File: src/rtl/cpu_defs_pkg.sv
// Shared definitions for the hardwired control unit: opcodes, ALU codes,
// instruction classes, sequencer states and the strobe bundle.
package cpu_defs_pkg;

  localparam int OPW  = 5;
  localparam int ALUW = 4;

  localparam logic [OPW-1:0] OP_LD   = 5'h00;
  localparam logic [OPW-1:0] OP_ST   = 5'h02;
  localparam logic [OPW-1:0] OP_ADD  = 5'h03;
  localparam logic [OPW-1:0] OP_SUB  = 5'h04;
  localparam logic [OPW-1:0] OP_AND  = 5'h05;
  localparam logic [OPW-1:0] OP_OR   = 5'h06;
  localparam logic [OPW-1:0] OP_ADDI = 5'h0C;
  localparam logic [OPW-1:0] OP_ANDI = 5'h0D;
  localparam logic [OPW-1:0] OP_ORI  = 5'h0E;
  localparam logic [OPW-1:0] OP_BR   = 5'h12;
  localparam logic [OPW-1:0] OP_NOP  = 5'h1A;
  localparam logic [OPW-1:0] OP_HALT = 5'h1B;

  localparam logic [ALUW-1:0] ALU_ADD = 4'd0;
  localparam logic [ALUW-1:0] ALU_SUB = 4'd1;
  localparam logic [ALUW-1:0] ALU_AND = 4'd2;
  localparam logic [ALUW-1:0] ALU_OR  = 4'd3;

  typedef enum logic [2:0] {
    CL_ALUR, CL_ALUI, CL_LD, CL_ST, CL_BR, CL_NOP, CL_HALT
  } op_class_e;

  typedef enum logic [4:0] {
    RESET_ST,
    FETCH0, FETCH1, FETCH2,
    ALUR_T3, ALUR_T4, ALUR_T5,
    ALUI_T3, ALUI_T4, ALUI_T5,
    LD_T3, LD_T4, LD_T5, LD_T6, LD_T7,
    ST_T3, ST_T4, ST_T5, ST_T6, ST_T7,
    BR_T3, BR_T4, BR_T5, BR_T6,
    HALT_ST
  } state_e;

  typedef struct packed {
    logic gra, grb, grc;
    logic rin, rout, baout;
    logic pcout, pcin, incpc;
    logic marin, mdrin, mdrout;
    logic read, write;
    logic irin, yin, zin, zlowout, cout, conin;
    logic run;
    logic [ALUW-1:0] alu_op;
  } ctrl_t;

endpackage

File: src/rtl/control_sequencer_if.sv
// Control bus between the sequencer and the datapath: IR/condition/stop in,
// every register, memory and ALU strobe out.
interface control_sequencer_if;
  import cpu_defs_pkg::*;

  logic            stop;
  logic [31:0]     ir;
  logic            con_ff;
  logic            Gra, Grb, Grc;
  logic            Rin, Rout, BAout;
  logic            PCout, PCin, IncPC;
  logic            MARin, MDRin, MDRout;
  logic            Read, Write;
  logic            IRin, Yin, Zin, Zlowout, Cout, CONin;
  logic [ALUW-1:0] alu_op;
  logic            run;

  modport master (
    input  stop, ir, con_ff,
    output Gra, Grb, Grc, Rin, Rout, BAout, PCout, PCin, IncPC,
           MARin, MDRin, MDRout, Read, Write,
           IRin, Yin, Zin, Zlowout, Cout, CONin, alu_op, run
  );

  modport slave (
    output stop, ir, con_ff,
    input  Gra, Grb, Grc, Rin, Rout, BAout, PCout, PCin, IncPC,
           MARin, MDRin, MDRout, Read, Write,
           IRin, Yin, Zin, Zlowout, Cout, CONin, alu_op, run
  );
endinterface

File: src/rtl/op_classify.sv
// Combinational opcode decoder: maps the IR opcode field to an execute class
// and the ALU function used by that class.
module op_classify
  import cpu_defs_pkg::*;
(
  input  logic [OPW-1:0]  i_opcode,
  output op_class_e       o_class,
  output logic [ALUW-1:0] o_alu_op
);

  always_comb begin
    o_class  = CL_NOP;
    o_alu_op = ALU_ADD;
    case (i_opcode)
      OP_ADD:  begin o_class = CL_ALUR; o_alu_op = ALU_ADD; end
      OP_SUB:  begin o_class = CL_ALUR; o_alu_op = ALU_SUB; end
      OP_AND:  begin o_class = CL_ALUR; o_alu_op = ALU_AND; end
      OP_OR:   begin o_class = CL_ALUR; o_alu_op = ALU_OR;  end
      OP_ADDI: begin o_class = CL_ALUI; o_alu_op = ALU_ADD; end
      OP_ANDI: begin o_class = CL_ALUI; o_alu_op = ALU_AND; end
      OP_ORI:  begin o_class = CL_ALUI; o_alu_op = ALU_OR;  end
      OP_LD:   o_class = CL_LD;
      OP_ST:   o_class = CL_ST;
      OP_BR:   o_class = CL_BR;
      OP_HALT: o_class = CL_HALT;
      default: o_class = CL_NOP;
    endcase
  end

endmodule

File: src/rtl/control_sequencer.sv
// Hardwired Moore sequencer: steps fetch/decode/execute T-states and decodes
// the current state into the datapath strobe set.
module control_sequencer
  import cpu_defs_pkg::*;
(
  input  logic                 clock,
  input  logic                 reset,
  control_sequencer_if.master bus
);

  state_e          r_state, w_state_next;
  op_class_e       w_class;
  logic [ALUW-1:0] w_alu_op;
  ctrl_t           w_ctl;
  logic            w_unused_ir;

  // Only the opcode field steers control; operand fields go to the datapath.
  assign w_unused_ir = ^bus.ir[31-OPW:0];

  op_classify u_op_classify (
    .i_opcode (bus.ir[31:32-OPW]),
    .o_class  (w_class),
    .o_alu_op (w_alu_op)
  );

  always_ff @(posedge clock or posedge reset) begin
    if (reset) r_state <= RESET_ST;
    else       r_state <= w_state_next;
  end

  always_comb begin
    w_state_next = r_state;
    case (r_state)
      RESET_ST: w_state_next = FETCH0;
      FETCH0:   w_state_next = FETCH1;
      FETCH1:   w_state_next = FETCH2;
      FETCH2: begin
        case (w_class)
          CL_ALUR: w_state_next = ALUR_T3;
          CL_ALUI: w_state_next = ALUI_T3;
          CL_LD:   w_state_next = LD_T3;
          CL_ST:   w_state_next = ST_T3;
          CL_BR:   w_state_next = BR_T3;
          CL_HALT: w_state_next = HALT_ST;
          default: w_state_next = bus.stop ? HALT_ST : FETCH0;
        endcase
      end
      ALUR_T3: w_state_next = ALUR_T4;
      ALUR_T4: w_state_next = ALUR_T5;
      ALUI_T3: w_state_next = ALUI_T4;
      ALUI_T4: w_state_next = ALUI_T5;
      LD_T3:   w_state_next = LD_T4;
      LD_T4:   w_state_next = LD_T5;
      LD_T5:   w_state_next = LD_T6;
      LD_T6:   w_state_next = LD_T7;
      ST_T3:   w_state_next = ST_T4;
      ST_T4:   w_state_next = ST_T5;
      ST_T5:   w_state_next = ST_T6;
      ST_T6:   w_state_next = ST_T7;
      BR_T3:   w_state_next = BR_T4;
      BR_T4:   w_state_next = BR_T5;
      BR_T5:   w_state_next = BR_T6;
      ALUR_T5, ALUI_T5, LD_T7, ST_T7, BR_T6:
        w_state_next = bus.stop ? HALT_ST : FETCH0;
      HALT_ST: w_state_next = HALT_ST;
      default: w_state_next = RESET_ST;
    endcase
  end

  always_comb begin
    w_ctl        = '0;
    w_ctl.alu_op = ALU_ADD;
    w_ctl.run    = (r_state != RESET_ST) && (r_state != HALT_ST);
    case (r_state)
      FETCH0:  begin w_ctl.pcout = 1'b1; w_ctl.marin = 1'b1; w_ctl.incpc = 1'b1; w_ctl.zin = 1'b1; end
      FETCH1:  begin w_ctl.zlowout = 1'b1; w_ctl.pcin = 1'b1; w_ctl.read = 1'b1; w_ctl.mdrin = 1'b1; end
      FETCH2:  begin w_ctl.mdrout = 1'b1; w_ctl.irin = 1'b1; end
      ALUR_T3, ALUI_T3: begin w_ctl.grb = 1'b1; w_ctl.rout = 1'b1; w_ctl.yin = 1'b1; end
      ALUR_T4: begin w_ctl.grc = 1'b1; w_ctl.rout = 1'b1; w_ctl.zin = 1'b1; w_ctl.alu_op = w_alu_op; end
      ALUI_T4: begin w_ctl.cout = 1'b1; w_ctl.zin = 1'b1; w_ctl.alu_op = w_alu_op; end
      ALUR_T5, ALUI_T5: begin w_ctl.zlowout = 1'b1; w_ctl.gra = 1'b1; w_ctl.rin = 1'b1; end
      LD_T3, ST_T3: begin w_ctl.grb = 1'b1; w_ctl.baout = 1'b1; w_ctl.yin = 1'b1; end
      LD_T4, ST_T4: begin w_ctl.cout = 1'b1; w_ctl.zin = 1'b1; end
      LD_T5, ST_T5: begin w_ctl.zlowout = 1'b1; w_ctl.marin = 1'b1; end
      LD_T6:   begin w_ctl.read = 1'b1; w_ctl.mdrin = 1'b1; end
      LD_T7:   begin w_ctl.mdrout = 1'b1; w_ctl.gra = 1'b1; w_ctl.rin = 1'b1; end
      ST_T6:   begin w_ctl.gra = 1'b1; w_ctl.rout = 1'b1; w_ctl.mdrin = 1'b1; end
      ST_T7:   w_ctl.write = 1'b1;
      BR_T3:   begin w_ctl.gra = 1'b1; w_ctl.rout = 1'b1; w_ctl.conin = 1'b1; end
      BR_T4:   begin w_ctl.pcout = 1'b1; w_ctl.yin = 1'b1; end
      BR_T5:   begin w_ctl.cout = 1'b1; w_ctl.zin = 1'b1; end
      // The one Mealy term: the branch is taken only when the condition holds.
      BR_T6:   begin w_ctl.zlowout = 1'b1; w_ctl.pcin = bus.con_ff; end
      default: ;
    endcase
  end

  assign bus.Gra     = w_ctl.gra;
  assign bus.Grb     = w_ctl.grb;
  assign bus.Grc     = w_ctl.grc;
  assign bus.Rin     = w_ctl.rin;
  assign bus.Rout    = w_ctl.rout;
  assign bus.BAout   = w_ctl.baout;
  assign bus.PCout   = w_ctl.pcout;
  assign bus.PCin    = w_ctl.pcin;
  assign bus.IncPC   = w_ctl.incpc;
  assign bus.MARin   = w_ctl.marin;
  assign bus.MDRin   = w_ctl.mdrin;
  assign bus.MDRout  = w_ctl.mdrout;
  assign bus.Read    = w_ctl.read;
  assign bus.Write   = w_ctl.write;
  assign bus.IRin    = w_ctl.irin;
  assign bus.Yin     = w_ctl.yin;
  assign bus.Zin     = w_ctl.zin;
  assign bus.Zlowout = w_ctl.zlowout;
  assign bus.Cout    = w_ctl.cout;
  assign bus.CONin   = w_ctl.conin;
  assign bus.alu_op  = w_ctl.alu_op;
  assign bus.run     = w_ctl.run;

endmodule

File: src/flat_wrapper.sv
// flat-port wrapper written by rule: the top's interface ports become plain ports
module control_sequencer_flat import cpu_defs_pkg::*;
  (clock, reset, bus_stop, bus_ir, bus_con_ff, bus_Gra, bus_Grb, bus_Grc, bus_Rin, bus_Rout, bus_BAout, bus_PCout, bus_PCin, bus_IncPC, bus_MARin, bus_MDRin, bus_MDRout, bus_Read, bus_Write, bus_IRin, bus_Yin, bus_Zin, bus_Zlowout, bus_Cout, bus_CONin, bus_alu_op, bus_run);
  control_sequencer_if bus_i ();
  input  logic clock;
  input  logic reset;
  input wire logic [$bits(bus_i.stop)-1:0] bus_stop;
  input wire logic [$bits(bus_i.ir)-1:0] bus_ir;
  input wire logic [$bits(bus_i.con_ff)-1:0] bus_con_ff;
  output wire logic [$bits(bus_i.Gra)-1:0] bus_Gra;
  output wire logic [$bits(bus_i.Grb)-1:0] bus_Grb;
  output wire logic [$bits(bus_i.Grc)-1:0] bus_Grc;
  output wire logic [$bits(bus_i.Rin)-1:0] bus_Rin;
  output wire logic [$bits(bus_i.Rout)-1:0] bus_Rout;
  output wire logic [$bits(bus_i.BAout)-1:0] bus_BAout;
  output wire logic [$bits(bus_i.PCout)-1:0] bus_PCout;
  output wire logic [$bits(bus_i.PCin)-1:0] bus_PCin;
  output wire logic [$bits(bus_i.IncPC)-1:0] bus_IncPC;
  output wire logic [$bits(bus_i.MARin)-1:0] bus_MARin;
  output wire logic [$bits(bus_i.MDRin)-1:0] bus_MDRin;
  output wire logic [$bits(bus_i.MDRout)-1:0] bus_MDRout;
  output wire logic [$bits(bus_i.Read)-1:0] bus_Read;
  output wire logic [$bits(bus_i.Write)-1:0] bus_Write;
  output wire logic [$bits(bus_i.IRin)-1:0] bus_IRin;
  output wire logic [$bits(bus_i.Yin)-1:0] bus_Yin;
  output wire logic [$bits(bus_i.Zin)-1:0] bus_Zin;
  output wire logic [$bits(bus_i.Zlowout)-1:0] bus_Zlowout;
  output wire logic [$bits(bus_i.Cout)-1:0] bus_Cout;
  output wire logic [$bits(bus_i.CONin)-1:0] bus_CONin;
  output wire logic [$bits(bus_i.alu_op)-1:0] bus_alu_op;
  output wire logic [$bits(bus_i.run)-1:0] bus_run;
  assign bus_i.stop = bus_stop;
  assign bus_i.ir = bus_ir;
  assign bus_i.con_ff = bus_con_ff;
  assign bus_Gra = bus_i.Gra;
  assign bus_Grb = bus_i.Grb;
  assign bus_Grc = bus_i.Grc;
  assign bus_Rin = bus_i.Rin;
  assign bus_Rout = bus_i.Rout;
  assign bus_BAout = bus_i.BAout;
  assign bus_PCout = bus_i.PCout;
  assign bus_PCin = bus_i.PCin;
  assign bus_IncPC = bus_i.IncPC;
  assign bus_MARin = bus_i.MARin;
  assign bus_MDRin = bus_i.MDRin;
  assign bus_MDRout = bus_i.MDRout;
  assign bus_Read = bus_i.Read;
  assign bus_Write = bus_i.Write;
  assign bus_IRin = bus_i.IRin;
  assign bus_Yin = bus_i.Yin;
  assign bus_Zin = bus_i.Zin;
  assign bus_Zlowout = bus_i.Zlowout;
  assign bus_Cout = bus_i.Cout;
  assign bus_CONin = bus_i.CONin;
  assign bus_alu_op = bus_i.alu_op;
  assign bus_run = bus_i.run;
  control_sequencer u_core (.clock(clock), .reset(reset), .bus(bus_i));
endmodule
File: config.mk
export PLATFORM = sky130hd
export DESIGN_NAME = control_sequencer_flat
export DESIGN_NICKNAME = d
export VERILOG_FILES = /design/src/rtl/cpu_defs_pkg.sv /design/src/rtl/control_sequencer_if.sv /design/src/rtl/op_classify.sv /design/src/rtl/control_sequencer.sv /design/src/flat_wrapper.sv
export SDC_FILE = /design/constraint.sdc
export NUM_CORES = 1
export LEC_CHECK = 0
export CORE_ASPECT_RATIO = 0.6
export CORE_UTILIZATION = 30
export CTS_CLUSTER_DIAMETER = 150
export DETAILED_ROUTE_END_ITERATION = 8
export GPL_ROUTABILITY_DRIVEN = 0
export SYNTH_ARGS = -nofsm -noshare
export SYNTH_HDL_FRONTEND = slang
export SYNTH_SLANG_ARGS = --single-unit
File: constraint.sdc
create_clock -name clock -period 2.3 [get_ports clock]
set_clock_uncertainty 0.2 [all_clocks]
set_input_delay 0.345 -clock clock [delete_from_list [all_inputs] [get_ports clock]]
set_output_delay 0.345 -clock clock [all_outputs]
set_load 0.02 [all_outputs]
---- Yosys cells after proc, flatten, opt, wreduce, memory -nomap -nowiden ----
Index checks and enable logic that the tools add are counted.
operators by class
  reduce and logical (&&, ||, !) cells .... 25
  muxes and demuxes ....................... 26
  equal/unequal tests ..................... 40
operator list
  cell                  count
  $pmux W5 S21          1
  $eq A5 B4 Y1 const B  11
  $eq A5 B5 Y1 const B  11
  $eq A5 B3 Y1 const B  7
  $pmux W5 S6           1
  $eq A5 B2 Y1 const B  4
  $reduce_or A5 Y1      4
  $mux W1               19
  $pmux W3 S6           1
  $reduce_or A2 Y1      7
  $reduce_or A3 Y1      4
  $reduce_or A4 Y1      3
  $reduce_or A6 Y1      2
  $logic_not A5 Y1      2
  $eq A3 B2 Y1 const B  2
  $eq A3 B3 Y1 const B  2
  $pmux W2 S3           1
  $eq A5 B1 Y1 const B  1
  $mux W5               1
  $ne A5 B5 Y1 const B  1
  $reduce_bool A5 Y1    1
  $eq A3 B1 Y1 const B  1
  $logic_not A3 Y1      1
  $mux W2               1
  2 further kinds       2
word-level totals
  word-level logic and storage cells ...... 92
  output and inout port bits .............. 25
  register bits after elaboration ......... 5
  input port bits ......................... 36

---- Depth between registers and ports, before layout ----
  depth in word-level cells ............... 6
  gate-level depth with buffers ........... 6
  gate-level depth less buffers ........... 4

---- Cells and area by module ----
From an unflattened synthesis, not the netlist that was laid out.
second synthesis, totals
  cells, all modules ...................... 152
  area total of the unflattened synthesis .. 1026.0 µm²
by module, submodules not included
  module             area an instance (µm²)  sequential area each (µm²)  times used  cells an instance
  control_sequencer  879.6                   125.1                       1           130
  op_classify        146.4                   0.0                         1           22

---- Worst setup path before layout ----
Ideal clock, no wire load.
  path kind ............................... reg2out
  from .................................... register u_core.r_state[2]
  to ...................................... output port bus_Write
  buffers on the path ..................... 3
  arrival ................................. 1.635 ns
  stages on the path, launching flop included .. 5
  data required time ...................... 1.755 ns
  path slack .............................. 0.120 ns
  cells stage by stage .................... dfrtp_1 > buf_4 > buf_4 > buf_4 > nor4_1
on the way
  longest elaborated chain between the ends .. 2
ends and longest elaborated chain
  element                 RTL line                 RTL
  from (decl)             control_sequencer.sv:11  state_e r_state, w_state_next;
  from (signal assigned)  control_sequencer.sv:28  else r_state <= w_state_next;
  $eq A5 B5 Y1            control_sequencer.sv:74  case (r_state)
  $mux W1                 control_sequencer.sv:74
  to (decl)               flat_wrapper.sv:23       output wire logic [$bits(bus_i.Write)-1:0] bus_Write;
Every way passes these cells.

---- Final worst setup path ----
  from .................................... register u_core.r_state[4]
  to ...................................... output port bus_run
on the way
  longest elaborated chain between the ends .. 2
ends and longest elaborated chain
  element                                             RTL line                 RTL
  $ne A5 B5 Y1 or $reduce_bool A5 Y1 (tied branches)  control_sequencer.sv:73  w_ctl.run = (r_state != RESET_ST) && (r_state != HALT_ST);
  $logic_and A1 B1 Y1 (*)                             control_sequencer.sv:73
  to (decl)                                           flat_wrapper.sv:31       output wire logic [$bits(bus_i.run)-1:0] bus_run;
Every way passes the cells marked *; elsewhere a longest branch is shown, timed or not.

==> results by stage <==
Synthesis:
- Counting flops and latches in the post-synthesis netlist gives 5.
- The Yosys step of the flow raised 0 warnings.
- In the synthesized netlist the dominant register cell turns out to be sky130_fd_sc_hd__dfrtp_1.
- After synthesis, the most frequently instantiated cells are sky130_fd_sc_hd__a21oi_1, sky130_fd_sc_hd__nor2_1, sky130_fd_sc_hd__nand2_1, sky130_fd_sc_hd__o21ai_0, sky130_fd_sc_hd__nor2b_1.
- The cell area after technology mapping is 0.00119 mm2.
- The share of synthesized area in the top cell type comes to 0.105.
- The number of distinct library cells after synthesis is 52.
- The post-synthesis async set-or-reset flop share is 1.00.
- The most instantiated library cell after synthesis is sky130_fd_sc_hd__a21oi_1.
- By area the synthesized netlist is led by sky130_fd_sc_hd__dfrtp_1, sky130_fd_sc_hd__a21oi_1, sky130_fd_sc_hd__nor2b_1.
- The post-synthesis sequential area ratio is 0.105.
- The cell accounting for the most synthesized area is sky130_fd_sc_hd__dfrtp_1.
- Counting flops with a built-in enable in the synthesized netlist gives 0.
- Each instance of the synthesized netlist takes up on average 6.94 um2.
- Synthesis produced 171 cells.

Finish:
- 0 antenna diodes ended up in the layout.
- The share of final-layout standard cells stronger than drive strength 1 is 0.300.
- The number of flip-flops in the largest register is 5.
- The area growth from synthesis to layout is 48.1%.
- In the final layout, the registers with the most flip-flops are u_core.r_state (5).
- The register with the most flip-flops in the final layout is u_core.r_state.
- The final layout net count is 264.
- The count of filler cells inserted in the layout is 389.

Min path:
- The worst min-delay path category is input port to async pin.

Global routing:
- Across every metal layer, demand over resource in global routing totals 0.196.
- The wire length of the first global-routing pass is 6640 um.
- Entering global routing, the biggest net connects 21 pins.
- The total congestion overflow after global routing is 0.
- The number of antenna violations at the first check in global routing is 0.
- The number of global-route vias before repair came to 1,346.

Routing:
- The total number of vias is 1,435.
- The remaining design rule violation count is 0.
- The aggregate routed wire length is 3900 um.
- The remaining antenna violation count is 0.
- The initial DRC count is 85.
- The first detailed-routing pass ran for 4 iterations.
- The via-per-instance ratio is 5.24.
- Dividing the detail-routed wire length by the instance count gives 14.2 um.

Pwr:
- Across the VDD grid, the largest voltage drop is 0.670 mV.
- In this run the power density over the cells is 1210 mW/mm2.
- The static leakage is 0.805 nW.

Clock network:
- The number of levels the H-tree was split into is 1.
- Clock-pin slew was measured on the worst setup and hold paths at 40 ps.
- The cell sitting at the root of the clock tree is a sky130_fd_sc_hd__clkbuf_8.
- The clock latency reported for the late side of the worst-skew pair is 230 ps.
- Counting along the longest clock path gives a buffer depth of 2.
- CTS saw 5 sinks.
- The CTS tree is yes.
- The clock buffer count from CTS is 3.

Timing:
- Setup repair after global routing left no endpoint under its margin.
- The minimum hold slack is 118 ps.
- The number of failing setup endpoints in the final timing report is 0.
- The final critical-path required period is 2220 ps.
- The setup TNS is 0 ps.
- The final-report hold violation count is 0.
- Of the available clock period, the critical path in the final layout requires 0.965.
- The final-report max-slew violation count is 0.
- The highest clock frequency the design can meet is 451 MHz.

Setup path:
- For flop-to-flop paths, the worst setup slack is 330 ps.
- Data on the critical path arrives at its endpoint at 1670 ps.
- The critical path is of the flop to primary output type.
- The category of the worst setup path launch point is a flop.
- The maximum net fanout on the critical path is 6.
- The category of the worst setup path capture point is a primary output.
- The data required time at the worst endpoint is 1750 ps.

Die:
- From bottom edge to top edge, the die measures 50.7 um.
- The core region is 0.00372 mm2.
- The area of the die is 0.00422 mm2.
- 61 I/O pins were placed.
- In this run the core area contains 17 standard-cell rows.
- The starting density of the core is 0.319.
- The die is 83.2 um wide.

Outcome:
- The flow ran to the end, and the final reports show no timing, DRC or antenna violations.

Placement:
- The port buffer count is 31.
- The HPWL after detailed placement is 3070 um.

Flow run:
- The number of maximum-capacitance violations is 0.
## metrics by stage
stage	cells	utilization	power [mW]	cell area (um2)	worst slack, ps
2_1_floorplan	172	-	1.23	1190	120
3_3_place_gp	269	0.466	2.00	1740	-135
3_5_place_dp	269	0.466	2.00	1740	-111
4_1_cts	273	0.475	2.10	1770	4.13
5_1_grt	274	0.472	2.30	1760	5.33
6_report	274	0.472	2.12	1760	80.3
## cells by family (layout without fill, tap and decap cells)
kind of cell              count (synthesis)  in the layout  synth area share
and+or+nand+nor                          78             78             0.389
AOI/OAI and AO/OA                        54             54             0.315
buffers and inverters                    25             80             0.125
xor gates and xnor gates                  5              5            0.0369
DFF                                       5              5             0.105
muxes                                     3              3            0.0253
other                                     1              2           0.00316
## where the power goes
group	internal (mW)	switching, mW
clock	0.119	0.0473
combinational	0.791	0.982
sequential	0.131	0.0497
total	1.04	1.08
## layout make-up
type,instances,area (um2),share of cell area
clock buffer,4,45.0,0.0256
inverter,5,18.8,0.0107
timing repair buffer,71,578,0.329
tap,47,58.8,0.0335
multi-input combinational,142,930,0.529
sequential,5,128,0.0726
## worst max-delay path: stages, from the launching register on
cell and delay (ps):
sky130_fd_sc_hd__dfrtp_1 360, sky130_fd_sc_hd__buf_4 160, sky130_fd_sc_hd__inv_2 90, sky130_fd_sc_hd__nor2_1 80
sky130_fd_sc_hd__or4_1 480, sky130_fd_sc_hd__clkdlybuf4s15_2 270
## final timing paths
| check | from | end | depth (start not counted) |
|---|---|---|---|
| worst max-delay path | u_core.r_state[4] | bus_run | 5 |
| worst min-delay path | reset | u_core.r_state[3] | 2 |
| worst max register to register | u_core.r_state[3] | u_core.r_state[0] | 6 |
| worst min register to register | u_core.r_state[4] | u_core.r_state[1] | 2 |
| max in group asynchronous | reset | u_core.r_state[2] | 2 |
| min in group clock | u_core.r_state[4] | u_core.r_state[1] | 2 |
## placed cells by master, fill, tap and decap left out, types with 4 or more instances in the layout
| master | n |
|---|---|
| sky130_fd_sc_hd__nor2_1 | 11 |
| sky130_fd_sc_hd__nand3_1 | 7 |
| sky130_fd_sc_hd__clkdlybuf4s50_1 | 8 |
| sky130_fd_sc_hd__buf_4 | 38 |
| sky130_fd_sc_hd__clkbuf_2 | 6 |
| sky130_fd_sc_hd__dlygate4sd2_1 | 10 |
| sky130_fd_sc_hd__inv_1 | 4 |
| sky130_fd_sc_hd__nand2_1 | 13 |
| sky130_fd_sc_hd__o21ai_0 | 11 |
| sky130_fd_sc_hd__a21oi_1 | 18 |
| sky130_fd_sc_hd__nor2b_1 | 8 |
| sky130_fd_sc_hd__and3_1 | 6 |
| sky130_fd_sc_hd__nand2b_1 | 7 |
## metal layers
metal,track usage,part of all wire
met3,0.0395,0.073
met5,0,0
met4,0.0201,0.0033
met2,0.280,0.36
met1,0.304,0.56
## what timing repair did
| item | CTS | global route |
|---|---|---|
| resized for setup | 32 | 25 |
| setup buffers | 0 | 1 |
| endpoints found under the setup margin | 23 | 18 |
| gates cloned | 0 | 0 |
| hold buffers | 0 | 0 |
(Power assumes the default switching activity.)
